`config.mk`:
```
export PLATFORM = sky130hd
export DESIGN_NAME = bram_line_packer
export DESIGN_NICKNAME = d
export VERILOG_FILES = /design/src/rtl/bram_line_packer.sv
export SDC_FILE = /design/constraint.sdc
export NUM_CORES = 1
export LEC_CHECK = 0
export ABC_AREA = 1
export CORE_MARGIN = 2
export CORE_UTILIZATION = 54
export DETAILED_ROUTE_END_ITERATION = 12
export PLACE_DENSITY = 0.88
export SETUP_SLACK_MARGIN = 0.2
export SYNTH_ARGS = -nofsm -noshare
export SYNTH_HDL_FRONTEND = slang
export SYNTH_SLANG_ARGS = --single-unit
```
`constraint.sdc`:
```
create_clock -name clk -period 12.6 [get_ports clk]
set_input_delay 1.89 -clock clk [delete_from_list [all_inputs] [get_ports clk]]
set_output_delay 1.89 -clock clk [all_outputs]
set_load 0.05 [all_outputs]
```
`src/rtl/bram_line_packer.sv`:
```
// Packs host elements into BURST_LEN-wide BRAM lines across two ping-pong banks.
// Latency: a line is written one edge after the handshake (or flush) that completes it.
// Backpressure: in_ready drops while the bank being written is FULL; bank_release reopens it.
module bram_line_packer #(
  parameter int ELEM_W    = 16,
  parameter int IN_W      = 32,
  parameter int BURST_LEN = 8,
  parameter int ADDR_W    = 10,
  parameter int MSB_FIRST = 0
) (
  input  logic                        clk,
  input  logic                        rst,
  input  logic                        in_valid,
  input  logic [IN_W-1:0]             in_data,
  output logic                        in_ready,
  input  logic [ADDR_W-1:0]           line_target,
  input  logic                        flush,
  input  logic [1:0]                  bank_release,
  output logic                        ram_wr_en,
  output logic [ADDR_W-1:0]           ram_addr,
  output logic [ELEM_W*BURST_LEN-1:0] ram_data,
  output logic [1:0]                  bank_full,
  output logic [ADDR_W-1:0]           bank_lines_0,
  output logic [ADDR_W-1:0]           bank_lines_1,
  output logic                        protocol_err
);

  localparam int LINE_W = ELEM_W * BURST_LEN;
  localparam int CNT_W  = $clog2(BURST_LEN);
  localparam logic [ADDR_W-1:0] BANK_LINES = {1'b1, {(ADDR_W-1){1'b0}}};

  typedef enum logic [1:0] {FREE = 2'd0, FILLING = 2'd1, FULL = 2'd2} bank_st_t;

  bank_st_t             st_q [2];
  bank_st_t             st_d [2];
  logic                 wr_bank;
  logic [CNT_W-1:0]     elem_cnt;
  logic [ADDR_W-1:0]    line_idx;
  logic [ADDR_W-1:0]    tgt_q;
  logic [LINE_W-1:0]    line_q;

  logic                 accept;
  logic                 flush_ok;
  logic                 opening;
  logic                 line_done;
  logic                 emit;
  logic                 close;
  logic                 err_set;
  logic [CNT_W-1:0]     slot;
  logic [LINE_W-1:0]    line_next;
  logic [ADDR_W-1:0]    lines_after;
  logic [ADDR_W-1:0]    tgt_raw;
  logic [ADDR_W-1:0]    tgt_eff;
  logic [1:0]           rel_ok;
  logic [1:0]           rel_err;

  // Upper input bits carry no element data.
  generate
    if (IN_W > ELEM_W) begin : g_unused_hi
      logic unused_in_hi;
      assign unused_in_hi = ^in_data[IN_W-1:ELEM_W];
    end
  endgenerate

  // Output decode: accept only while the write bank is not owned by the consumer.
  always_comb begin
    in_ready = (st_q[wr_bank] != FULL);
  end

  // Line assembly, line-completion, bank-close and error detection.
  always_comb begin
    accept    = in_valid && in_ready;
    flush_ok  = flush && in_ready;
    opening   = accept && (st_q[wr_bank] == FREE);
    slot      = (MSB_FIRST != 0) ? (CNT_W'(BURST_LEN - 1) - elem_cnt) : elem_cnt;
    line_next = line_q;
    if (accept) begin
      line_next[int'(slot)*ELEM_W +: ELEM_W] = in_data[ELEM_W-1:0];
    end
    line_done   = accept && (elem_cnt == CNT_W'(BURST_LEN - 1));
    // A flush pads out any partial line; line_q is kept zeroed past the last element.
    emit        = line_done || (flush_ok && (accept || (elem_cnt != '0)));
    lines_after = line_idx + {{(ADDR_W-1){1'b0}}, emit};
    tgt_raw     = (line_target == '0) ? BANK_LINES : line_target;
    tgt_eff     = opening ? tgt_raw : tgt_q;
    close       = (emit && (lines_after == tgt_eff)) || (flush_ok && (lines_after != '0));
    for (int b = 0; b < 2; b++) begin
      rel_ok[b]  = bank_release[b] && (st_q[b] == FULL);
      rel_err[b] = bank_release[b] && (st_q[b] != FULL);
    end
    err_set = (|rel_err) || (flush && !in_ready);
  end

  // Bank ownership next state; open/close only touch the write bank, which is never FULL then.
  always_comb begin
    for (int b = 0; b < 2; b++) begin
      st_d[b] = st_q[b];
      if (rel_ok[b]) begin
        st_d[b] = FREE;
      end
      if (1'(b) == wr_bank) begin
        if (opening) begin
          st_d[b] = FILLING;
        end
        if (close) begin
          st_d[b] = FULL;
        end
      end
    end
  end

  // Bank state register, with bank_full registered from the same next state.
  always_ff @(posedge clk or posedge rst) begin
    if (rst) begin
      st_q[0]   <= FREE;
      st_q[1]   <= FREE;
      bank_full <= 2'b00;
    end else begin
      st_q[0]   <= st_d[0];
      st_q[1]   <= st_d[1];
      bank_full <= {st_d[1] == FULL, st_d[0] == FULL};
    end
  end

  // Datapath: element counter, line register, write port, bank pointer and status.
  always_ff @(posedge clk or posedge rst) begin
    if (rst) begin
      wr_bank      <= 1'b0;
      elem_cnt     <= '0;
      line_idx     <= '0;
      tgt_q        <= '0;
      line_q       <= '0;
      ram_wr_en    <= 1'b0;
      ram_addr     <= '0;
      ram_data     <= '0;
      bank_lines_0 <= '0;
      bank_lines_1 <= '0;
      protocol_err <= 1'b0;
    end else begin
      ram_wr_en <= emit;
      if (emit) begin
        ram_addr <= {wr_bank, line_idx[ADDR_W-2:0]};
        ram_data <= line_next;
      end
      if (emit) begin
        elem_cnt <= '0;
      end else if (accept) begin
        elem_cnt <= elem_cnt + CNT_W'(1);
      end
      line_q   <= emit ? '0 : line_next;
      line_idx <= close ? '0 : lines_after;
      if (opening) begin
        tgt_q <= tgt_raw;
      end
      if (close) begin
        wr_bank <= ~wr_bank;
        if (wr_bank) begin
          bank_lines_1 <= lines_after;
        end else begin
          bank_lines_0 <= lines_after;
        end
      end
      if (err_set) begin
        protocol_err <= 1'b1;
      end
    end
  end

endmodule

```
==> results by stage, run 1 <==
Run status:
- The flow ran to the end, and the final reports show no timing, DRC or antenna violations.

Setup path:
- The critical-path maximum fanout is 62.
- The critical path in this run is classified as in -> reg.
- The startpoint type of the worst setup path is an input port.
- The category of the worst setup path capture point is a flop.
- The data arrival time at the worst-slack endpoint is 6.07 ns.
- The worst endpoint required time is 12.99 ns.

Die:
- The region available for standard cell placement spans 0.0236 mm².
- Row generation in the floorplan step produced 56 rows.
- The die covers 0.0254 mm².
- For this configuration, the core starts out at a cell density of 0.553.
- The die extent in x is 159 µm.
- The die height is 159 µm.
- The number of top-level pins is 211.

Run:
- Across the run, the number of max-cap violations was 0.

Logic synthesis:
- The number of warning messages in the yosys log is 0.
- Each instance of the synthesized netlist takes up on average 9.11 µm².
- When the netlist entered floorplanning its net count stood at 1486.
- Counting every instance in the synthesized netlist gives 1432.
- The synthesized design contains 318 register bits.
- The synthesized netlist contains 37 unique library cells.
- For this run, the register share of the synthesized area comes to 0.610.
- The cell area after technology mapping is 0.0131 mm².

Drt:
- For this run, design rule violations remaining after detail routing come to 0.
- The via count of the routed design is 10500.
- The iteration-0 DRC count of the detailed router is 962.
- The routed wire length is 33600 µm.
- The count of nets left with antenna violations after detail routing is 0.
- Dividing the detail-routed wire length by the instance count gives 17.4 µm.
- The via count normalized by instance count is 5.45.
- The number of detailed-route iterations in the first pass is 5.

STA:
- Setup violations remaining at the end of the flow were counted as 0.
- Hold is met by 0.471 ns.
- At the pin with the least slew margin, the transition time is 1.16 ns.
- Setup repair after global routing left no endpoint under its margin.
- Static timing analysis puts the maximum clock frequency at 176 MHz.
- The clock tree skew after final layout is 0.0192 ns.
- The sum of negative setup slack is 0 ns.
- The share of the clock period used by the worst path after layout is 0.450.
- The max-slew violation count is 0.
- The hold violation count in the final report came to 0.
- The worst max-slew margin expressed relative to the limit is 0.229.
- The final period demand of the worst path is 5.67 ns.

Clock network:
- The TritonCTS buffer count is 34.
- The TritonCTS clock tree is done.
- The total of hold buffers inserted after clock tree synthesis is 0.
- The clock insertion delay at the later pin of the skew report is 0.52 ns.
- The tree built by TritonCTS fans out to 318 sinks.
- The tree is rooted in a clkbuf_16.
- The buffer count from post-CTS setup fixing is 0.
- The clock passes through at most 3 buffers.
- Clock-pin slew was measured on the worst setup and hold paths at 0.06 ns.
- Once the clock tree was built, the resizer swapped 0 gates to a different size.
- The H-tree depth reported by CTS is 2.

Finish:
- Compared with the post-synthesis result, the final layout area differs by 24.0%.
- Summing all multi-input logic gate instances after layout gives 0.00433 mm².
- The share of layout cells above drive strength 1 is 0.0551.
- The number of fill cells in the layout is 1748.
- The total area of sequential cells is 0.00796 mm².
- The net count reported at finish is 1645.
- The number of antenna repair diodes is 0.

GRT:
- The initial antenna violation count is 0.
- The via count of the first global-routing pass is 10400.
- Entering global routing, the biggest net connects 206 pins.
- The first global-routing pass estimated 53800 µm of wire.
- Global routing finished with a remaining overflow of 0.
- The overall routing resource usage is 0.263.

Hold path:
- The type of the worst min-delay path is reg -> reg.

Power:
- The analysis attributes to cell leakage a power of 7.75 nW.
- The worst vdd rail ir drop is 0.138 mV.
- The total power divided by cell area is 227 mW/mm².

Placed design:
- At the end of routability-driven placement, the weighted congestion stood at 0.930.
- The count of buffers added on input and output ports is 194.
- The post-DP HPWL is 21400 µm.
==> cell type report <==
cell class / count / share of cell area
flip-flops and latches: 318 / 0.492
multi-input cells: 928 / 0.268
repair buffers: 199 / 0.123
clock buffers: 54 / 0.0603
inverters: 110 / 0.0264
well taps: 319 / 0.0247
clock inverters: 6 / 0.00611
==> layer usage <==
layer	part of all wire	up-vias	GRT usage
met5	0	-	0
met4	0.050	0	0.133
met3	0.069	107	0.0490
met2	0.47	470	0.417
met1	0.42	5092	0.350
li1	-	4877	-
==> Yosys cell counts <==
library cell / number / area [µm²]
o31ai_1: 20 / 150
inv_4: 1 / 6.26
clkinv_1: 1 / 3.75
nor3_1: 4 / 20.0
or2_2: 4 / 25.0
mux2_2: 14 / 158
nand3_1: 45 / 225
clkbuf_1: 41 / 154
o211ai_1: 2 / 15.0
nand3_2: 2 / 20.0
buf_2: 23 / 115
nor2_1: 168 / 631
o2111ai_1: 1 / 8.76
ha_1: 6 / 75.1
buf_4: 4 / 30.0
xor2_1: 2 / 17.5
nor3_2: 1 / 10.0
and2_1: 14 / 87.6
nand4_2: 1 / 12.5
o21ai_0: 194 / 971
mux2i_1: 17 / 170
inv_2: 2 / 7.51
nand2_1: 390 / 1460
o21ai_2: 2 / 17.5
clkbuf_2: 1 / 5.00
inv_1: 106 / 398
nor2_4: 2 / 22.5
dfrtp_1: 318 / 7960
o21bai_1: 1 / 7.51
a21boi_0: 2 / 15.0
o21ai_1: 3 / 15.0
buf_1: 3 / 11.3
nand4_1: 6 / 37.5
nor2_2: 1 / 6.26
nand2_2: 6 / 37.5
a21oi_1: 20 / 100
buf_6: 4 / 45.0
==> state kept, by name (all words and copies together), names as in the netlist <==
register	flops
bank_full	2
ram_addr	10
elem_cnt	3
ram_wr_en	1
line_q	128
protocol_err	1
line_idx	10
bank_lines_0	10
wr_bank	1
tgt_q	10
st_q	4
ram_data	128
bank_lines_1	10
==> logic make-up after synthesis <==
group / after synthesis / share of synthesized area
adders and majority gates: 6 / 0.00575
DFF: 318 / 0.610
muxes: 31 / 0.0251
xor gates and xnor gates: 2 / 0.00134
AOI/OAI and AO/OA: 245 / 0.0996
buffers and inverters: 186 / 0.0594
and+or+nand+nor: 644 / 0.199
==> worst max-delay path, stage by stage <==
cell             delay, ns
clkdlybuf4s50_1       0.63
or2_2                 0.17
nand3_1               0.13
nand2_4               0.57
ha_1                  0.33
ha_1                  0.17
nand2_1               0.10
nor2_1                0.20
nand2_1               0.09
nand2_1               0.16
inv_1                 0.10
nand3_1               0.09
nand2_1               0.05
nor2_1                0.10
nand2_1               0.07
nor2_1                0.10
nand2_1               0.10
nand2_2               0.47
nand2_2               0.31
nand2_1               0.13
nand2_1               0.06
==> layout by cell type (no fill, tap or decap), types with 2 or more instances in the layout <==
cell / instances
a21boi_0: 2
a21oi_1: 20
and2_1: 14
buf_4: 4
bufinv_16: 2
clkbuf_1: 15
clkbuf_16: 34
clkbuf_8: 5
clkdlybuf4s50_1: 194
dfrtp_1: 318
ha_1: 6
inv_1: 105
inv_6: 3
mux2_2: 14
mux2i_1: 17
nand2_1: 389
nand2_2: 6
nand3_1: 45
nand3_2: 2
nand4_1: 6
nor2_1: 168
nor2_4: 2
nor3_1: 3
nor3_2: 2
o211ai_1: 2
o21ai_0: 194
o21ai_1: 3
o21ai_2: 2
o31ai_1: 20
or2_2: 4
xor2_1: 2
==> report_power, final <==
| part | internal, mW | total, mW | switching [mW] | leakage, nW |
|---|---|---|---|---|
| Clock | 0.574 | 0.964 | 0.390 | 0.521 |
| Sequential | 1.22 | 1.33 | 0.110 | 4.37 |
| Combinational | 0.360 | 1.38 | 1.02 | 2.86 |
==> stage by stage <==
| step | utilization | std cells | total power [mW] | area (µm²) | setup WS [ns] |
|---|---|---|---|---|---|
| floorplan | - | 1432 | 2.30 | 13100 | 1.91 |
| global placement | 0.640 | 1874 | 2.66 | 15100 | 6.53 |
| detailed placement | 0.640 | 1874 | 2.70 | 15100 | 6.47 |
| CTS | 0.685 | 1934 | 3.68 | 16200 | 6.95 |
| global route | 0.685 | 1934 | 3.86 | 16200 | 6.50 |
| finish | 0.685 | 1934 | 3.67 | 16200 | 6.93 |
==> path summary, 6_finish.rpt <==
check	start	to	slack [ns]	cells after the start
setup / recovery	in_valid	bank_lines_0[2]	6.93	21
hold / removal	bank_lines_0[7]	bank_lines_0[7]	0.47	2
setup reg to reg	elem_cnt[0]	bank_lines_0[2]	7.42	24
hold reg to reg	bank_lines_0[7]	bank_lines_0[7]	0.47	2
max in group asynchronous	rst	ram_data[91]	9.10	3
min in group asynchronous	rst	ram_addr[9]	1.91	2
(Power assumes the default switching activity.)
==> inputs of run 2 (changes only) <==
==> constraint.sdc (replaced) <==
create_clock -name clk -period 5.7 [get_ports clk]
set_input_delay 0.855 -clock clk [delete_from_list [all_inputs] [get_ports clk]]
set_output_delay 0.855 -clock clk [all_outputs]
set_load 0.05 [all_outputs]
==> results by stage, run 2 (synthesis results as in run 1) <==
Die:
- The die area is 0.0254 mm² (unchanged).
- The number of top-level pins is 211 (unchanged).
- The standard-cell row count came to 56 (unchanged).
- The die extent in x is 159 µm (unchanged).
- The total core area is 0.0236 mm² (unchanged).
- The initial core utilization came to 0.553 (unchanged).
- The die height was 159 µm (unchanged).

STA:
- The sum of negative setup slack is 0 ns (unchanged).
- The final period demand of the worst path is 4.75 ns.
- The share of the clock period used by the worst path after layout is 0.833.
- Timing would allow up to 211 MHz.
- The final-report setup violation count came to 0 (unchanged).
- The hold violation count in the final report is 0 (unchanged).
- The worst max-slew margin expressed relative to the limit is 0.146 (-0.0835).
- The max-slew violation count is 0 (unchanged).
- Setup repair after global routing left no endpoint under its margin.
- The clock tree skew after final layout is 0.0245 ns (+0.00533 ns).
- The actual transition at the worst max-transition pin is 1.28 ns (+0.125 ns).

Placed design:
- The total placed instance area was 0.0151 mm² (+0.27%).
- The final weighted congestion in routability-driven placement came to 0.908 (-2.4%).
- The post-DP HPWL was 21900 µm (+2.2%).
- The quantity of I/O buffers inserted on ports came to 194 (unchanged).
- The count of placed standard cells including taps came to 1880 (+0.32%).

Power:
- The total power divided by cell area is 509 mW/mm² (+120%).
- The standby leakage power is 7.84 nW (+1.2%).
- The worst vdd rail ir drop is 0.288 mV (+110%).

Clock network:
- The total of hold buffers inserted after clock tree synthesis is 0 (unchanged).
- The buffer count from post-CTS setup fixing came to 0 (unchanged).
- The clock-pin slew on the worst setup and hold paths is 0.06 ns (about the same).
- The maximum number of buffers from clock root to sink came to 3 (unchanged).
- The number of sinks on the clock net was 318 (unchanged).
- The clock root buffer master is clkbuf_16.
- The post-cts repair resize count is 0 (unchanged).
- The TritonCTS buffer count is 34 (unchanged).
- The TritonCTS clock tree is done.
- The H-tree depth reported by CTS is 2 (unchanged).
- The clock insertion delay at the later pin of the skew report is 0.52 ns (about the same).

Setup path:
- The critical path is of the reg -> reg type.
- The terminus of the critical flop-to-flop path is bank_lines_0[5].
- The worst endpoint required time is 6.09 ns (-6.90 ns).
- In this run the critical register-to-register path is launched from elem_cnt[0].
- Traced cell by cell, the critical path runs through inv_1, ha_1, ha_1, inv_1, or2_2, nand3_1, nand2_4, ha_1, ha_1, nand2_1, nor2_1, nand2_1, nand2_1, inv_1, nand3_1, nand2_1, nor2_1, nand2_1, nor2_1, nand2_1, nand2_2, nand2_2, nand2_1, nand2_1.
- The path depth of the worst reg2reg path is 24 (unchanged).
- The largest individual stage delay along the critical path comes from the cell dfrtp_1.
- The cell with the most instances on the worst path is nand2_1.
- The category of the worst setup path capture point is a flop.
- The count of buffer and inverter cells on the critical path is 3 (+1).
- The worst reg-to-reg setup slack is 0.95 ns (-6.47 ns).
- The cell count along the critical path came to 24 (+14%).
- The critical-path maximum fanout came to 34 (-45%).
- The startpoint type of the worst setup path is a flop.
- The delay of the slowest critical-path stage is 0.64 ns (about the same).
- Grouping stages by cell kind, the critical path spends the most delay in simple AND/OR/NAND/NOR gates.
- The data arrival time at the worst-slack endpoint is 5.14 ns (-0.93 ns).

Hold path:
- In this run the worst hold path is classified as reg -> reg.
- The source of the worst hold timing path is bank_lines_0[8].
- The cell depth of the worst min-delay path came to 2 (unchanged).
- The hold path endpoint is bank_lines_0[8].

GRT:
- The met2 capacity usage during global routing is 0.423 (+0.00649).
- After global routing, the most crowded layer is met2.
- The global-route wire length before repair was 54100 µm (+0.57%).
- The global routing met1 resource utilization is 0.358 (+0.00759).
- The initial antenna violation count is 0 (unchanged).
- The largest net degree at the start of global routing is 169 (-18%).
- The overall routing resource usage is 0.264 (+0.000610).
- The fraction of met3 tracks used by global routing came to 0.0500 (+0.00104).
- The remaining global-route overflow was 0 (unchanged).
- The via count of the first global-routing pass is 10200 (-1.5%).

Finish:
- The share of layout cells above drive strength 1 is 0.0660 (+0.0109).
- In the layout the commonest cells are 389 x nand2_1, 318 x dfrtp_1, 194 x o21ai_0, 194 x clkdlybuf4s50_1, 168 x nor2_1.
- The number of antenna repair diodes is 0 (unchanged).
- The commonest non-fill, non-tap cell in the layout is nand2_1.
- The largest registers in the layout are line_q x128, ram_data x128.
- The layout overhead on the synthesized area is 25.1%.
- The number of fill cells in the layout is 1719 (-1.7%).
- The number of cells in the finished layout apart from fillers is 1940 (+0.31%).
- The final cell area excluding filler cells came to 0.0163 mm² (+0.92%).
- The net count reported at finish was 1651 (+0.36%).

Drt:
- The routed wire length is 33700 µm (+0.15%).
- The average wire per cell in the routed design is 17.4 µm (-0.16%).
- The count of nets left with antenna violations after detail routing is 0 (unchanged).
- The via count normalized by instance count came to 5.46 (+0.16%).
- The DRC violation count after routing was 0 (unchanged).
- The number of detailed-route iterations in the first pass is 6 (+1).
- The via count of the routed design is 10600 (+0.47%).
- The iteration-0 DRC count of the detailed router is 953 (-0.94%).

Run status:
- The run finished with clean final reports.

Run:
- The number of max-cap violations was 0 (unchanged).
## run 2: worst min-delay path, delay by kind of cell (launching register included)
kind	cells	cell delay, ns
and+or+nand+nor	2	0.09
DFF	1	0.34
## run 2: worst max-delay path by stage
stage | startpoint | end | slack, ns
detailed placement | in_valid | bank_lines_0[5] | 1.03
floorplan | rst | bank_full[0] | 0.61
global route | elem_cnt[0] | bank_lines_0[4] | 0.55
global placement | in_valid | bank_lines_0[3] | 1.18
finish | elem_cnt[0] | bank_lines_0[5] | 0.95
CTS | elem_cnt[0] | bank_lines_0[4] | 1.04
## run 2: area by class of cell
cell class | instances | area (µm²) | area share
sequential | 318 | 7960 | 0.487
timing repair buffer | 205 | 2040 | 0.125
clock buffer | 44 | 958 | 0.0587
multi-input combinational | 928 | 4330 | 0.265
tap | 319 | 399 | 0.0244
inverter | 110 | 424 | 0.0260
clock inverter | 16 | 224 | 0.0137
## run 2: through the flow
stage                     worst slack (ns)  total power, mW   util  hold WS, ns
final                                0.953             8.31  0.692        0.470
after CTS                             1.04             8.32  0.692        0.472
after floorplan                      0.606             5.09      -        0.455
after detailed placement              1.03             5.98  0.642        0.457
after global routing                 0.548             8.70  0.692        0.498
after global placement                1.18             5.88  0.642        0.457
## run 2: report_power, final
part | switching, mW | internal [mW]
clock network | 0.903 | 1.42
logic | 2.25 | 0.803
registers | 0.248 | 2.69
total | 3.40 | 4.91
## run 2: layer usage
layer  up-vias  share of wire
met4         0          0.043
met1      5146           0.41
met2       463           0.47
met3       108          0.071
met5         -              0
li1       4879              -
==> inputs of run 3 (changes only) <==
--- a/config.mk
+++ b/config.mk
@@ -7,9 +7,9 @@
 export LEC_CHECK = 0
 export ABC_AREA = 1
 export CORE_MARGIN = 2
-export CORE_UTILIZATION = 54
+export CORE_UTILIZATION = 48
 export DETAILED_ROUTE_END_ITERATION = 12
-export PLACE_DENSITY = 0.88
+export PLACE_DENSITY = 0.84
 export SETUP_SLACK_MARGIN = 0.2
 export SYNTH_ARGS = -nofsm -noshare
 export SYNTH_HDL_FRONTEND = slang
==> constraint.sdc (replaced) <==
create_clock -name clk -period 4.04 [get_ports clk]
set_input_delay 0.606 -clock clk [delete_from_list [all_inputs] [get_ports clk]]
set_output_delay 0.606 -clock clk [all_outputs]
set_load 0.05 [all_outputs]
==> results by stage, run 3 (synthesis results as in run 1) <==
Drt:
- The iteration-0 DRC count of the detailed router is 1072 (+12%).
- The via count normalized by instance count came to 5.31 (-2.8%).
- The DRC violation count after routing is 0 (unchanged).
- The count of nets left with antenna violations after detail routing is 0 (unchanged).
- The average wire per cell in the routed design is 17.3 µm (-0.21%).
- The via count of the routed design is 10500 (-1.3%).
- The number of detailed-route iterations in the first pass was 4 (-2).
- The routed wire length is 34100 µm (+1.3%).

STA:
- The actual transition at the worst max-transition pin is 1.15 ns (-0.131 ns).
- The sum of negative setup slack is 0 ns (unchanged).
- The clock tree skew after final layout was 0.0194 ns (-0.00513 ns).
- The final period demand of the worst path is 3.52 ns (-1.23 ns).
- The worst hold-check slack is 0.475 ns (+0.00502 ns).
- The share of the clock period used by the worst path after layout is 0.870 (+0.0375).
- The final-report setup violation count came to 0 (unchanged).
- The worst max-slew margin expressed relative to the limit is 0.233 (+0.0873).
- The max-slew violation count was 0 (unchanged).
- Setup repair after global routing left no endpoint under its margin.
- The hold violation count in the final report is 0 (unchanged).
- The highest attainable clock frequency is 284 MHz (+35%).

Finish:
- The top cell types in the final layout, fill and taps aside, are 389 x nand2_1, 317 x dfrtp_1, 194 x o21ai_0, 194 x clkdlybuf4s50_1, 168 x nor2_1.
- The number of antenna repair diodes came to 0 (unchanged).
- The utilization after layout came to 0.613 (-0.0782).
- The layout overhead on the synthesized area is 26.0%.
- The final cell area excluding filler cells is 0.0164 mm² (+0.67%).
- The total area of sequential cells was 0.00796 mm² (about the same).
- The number of fill cells in the layout is 2140 (+24%).
- The area occupied by multi-input gates is 0.00435 mm² (+0.35%).
- The net count reported at finish came to 1661 (+0.61%).
- The share of layout cells above drive strength 1 is 0.0706 (+0.00459).
- The commonest non-fill, non-tap cell in the layout is nand2_1.
- In the final layout, the registers with the most flip-flops are line_q x128, ram_data x128.

Setup path:
- The critical-path maximum fanout was 15 (-56%).
- The terminus of the critical flop-to-flop path is bank_lines_0[4].
- The path depth of the worst reg2reg path is 22 (-8.3%).
- The worst setup path is launched from a flop.
- The data arrival time at the worst-slack endpoint is 3.90 ns (-1.24 ns).
- In this design, the largest share of critical-path delay is due to simple AND/OR/NAND/NOR gates.
- The worst reg-to-reg setup slack is 0.52 ns (-0.43 ns).
- The cell with the most instances on the worst path is nand2_1.
- The count of buffer and inverter cells on the critical path is 4 (+1).
- The delay of the slowest critical-path stage is 0.38 ns (-0.26 ns).
- The slowest stage of the critical path is the dfrtp_1 cell.
- The type of the worst setup path is reg -> reg.
- Walking the worst path, the cells encountered are inv_2, ha_1, ha_1, inv_1, or2_2, nand3_1, nand2_4, ha_1, ha_1, nand2_1, nor2_1, nand2_1, nand2_1, inv_2, nand3_1, nor3_1, nand4_1, nand2_1, nand2_4, buf_4, nand3_1, nand2_1.
- The category of the worst setup path capture point is a flop.
- In this run the critical register-to-register path is launched from elem_cnt[0].
- The worst endpoint required time came to 4.43 ns (-1.66 ns).

Clock network:
- The TritonCTS buffer count is 34 (unchanged).
- The maximum number of buffers from clock root to sink is 3 (unchanged).
- The post-cts repair resize count is 0 (unchanged).
- The buffer count from post-CTS setup fixing is 0 (unchanged).
- The TritonCTS clock tree is done.
- The clock insertion delay at the later pin of the skew report is 0.51 ns (about the same).
- The number of sinks on the clock net is 318 (unchanged).
- The clock-pin slew on the worst setup and hold paths was 0.05 ns (about the same).
- The total of hold buffers inserted after clock tree synthesis came to 0 (unchanged).
- The H-tree depth reported by CTS is 2 (unchanged).
- The clock root buffer master is clkbuf_16.

Die:
- The standard-cell row count is 60 (+7.1%).
- The die height is 169 µm (+5.9%).
- The die extent in x was 169 µm (+5.9%).
- The total core area was 0.0268 mm² (+14%).
- The number of top-level pins is 211 (unchanged).
- The initial core utilization came to 0.487 (-0.0658).
- The die area is 0.0285 mm² (+12%).

Hold path:
- The hold path endpoint is bank_lines_1[6].
- The cell depth of the worst min-delay path is 2 (unchanged).
- The type of the worst min-delay path is reg -> reg.
- The source of the worst hold timing path is bank_lines_1[6].

Power:
- The worst vdd rail ir drop is 0.354 mV (+23%).
- The total power divided by cell area is 716 mW/mm² (+41%).
- The standby leakage power is 7.89 nW (+0.62%).

GRT:
- The initial antenna violation count was 0 (unchanged).
- The via count of the first global-routing pass is 10300 (+0.34%).
- The global-route wire length before repair was 54000 µm (about the same).
- The largest net degree at the start of global routing is 155 (-8.3%).
- The remaining global-route overflow was 0 (unchanged).
- The overall routing resource usage is 0.240 (-0.0241).

Placed design:
- The post-DP HPWL is 22500 µm (+3.0%).
- The quantity of I/O buffers inserted on ports is 194 (unchanged).
- The final weighted congestion in routability-driven placement is 0.873 (-3.9%).
- The total placed instance area is 0.0153 mm² (+0.76%).

Run:
- The number of max-cap violations came to 0 (unchanged).

Run status:
- The run finished with clean final reports.
==> run 3: cell types whose count changed in the layout (fill, tap and decap cells not counted) <==
cell	before	now
clkinv_2	8	5
clkbuf_16	34	35
clkinv_8	1	0
nand2_4	1	4
inv_1	105	103
buf_12	1	2
nand2_2	6	3
dfrtp_1	318	317
buf_4	10	19
inv_2	1	3
clkbuf_1	3	6
dfrtp_2	0	1
clkbuf_8	7	5
==> run 3: how the worst max path moves through the flow <==
stage | start | endpoint | slack [ns] | cells after the start
floorplan | rst | bank_full[0] | -0.80 | 1
global placement | in_valid | bank_lines_1[5] | 0.43 | 18
detailed placement | in_valid | bank_full[0] | 0.31 | 18
CTS | elem_cnt[0] | bank_full[0] | 0.32 | 21
global route | elem_cnt[0] | bank_lines_1[4] | 0.22 | 22
finish | elem_cnt[0] | bank_lines_0[4] | 0.52 | 22
==> run 3: metal layers <==
layer | share of wire | track usage | vias up
li1 | - | - | 4893
met1 | 0.41 | 0.313 | 5075
met2 | 0.48 | 0.386 | 402
met3 | 0.075 | 0.0552 | 87
met4 | 0.040 | 0.103 | 0
met5 | 0 | 0 | -
==> run 3: final cells by class <==
cell class,count,share of cell area
clock buffer,46,0.0588
clock inverter,12,0.0117
inverter,110,0.0258
multi-input combinational,928,0.264
sequential,318,0.484
tap,341,0.0260
timing repair buffer,215,0.129
==> run 3: tightest hold or removal path, delay by kind of cell (launching register included) <==
family,cells,cell delay (ns)
DFF,1,0.34
and+or+nand+nor,2,0.10
==> run 3: power by group <==
part	total [mW]	leakage (nW)	internal [mW]	switching, mW
Combinational	4.40	2.95	1.20	3.20
Sequential	4.13	4.37	3.80	0.334
Clock	3.24	0.574	2.00	1.24
Total	11.8	7.89	7.00	4.78
==> run 3: per-stage QoR <==
| step | instances | total power, mW | worst slack [ns] |
|---|---|---|---|
| 2_1_floorplan | 1432 | 7.18 | -0.805 |
| 3_3_place_gp | 1912 | 8.39 | 0.432 |
| 3_5_place_dp | 1912 | 8.52 | 0.314 |
| 4_1_cts | 1970 | 11.8 | 0.325 |
| 5_1_grt | 1970 | 12.4 | 0.217 |
| 6_report | 1970 | 11.8 | 0.524 |
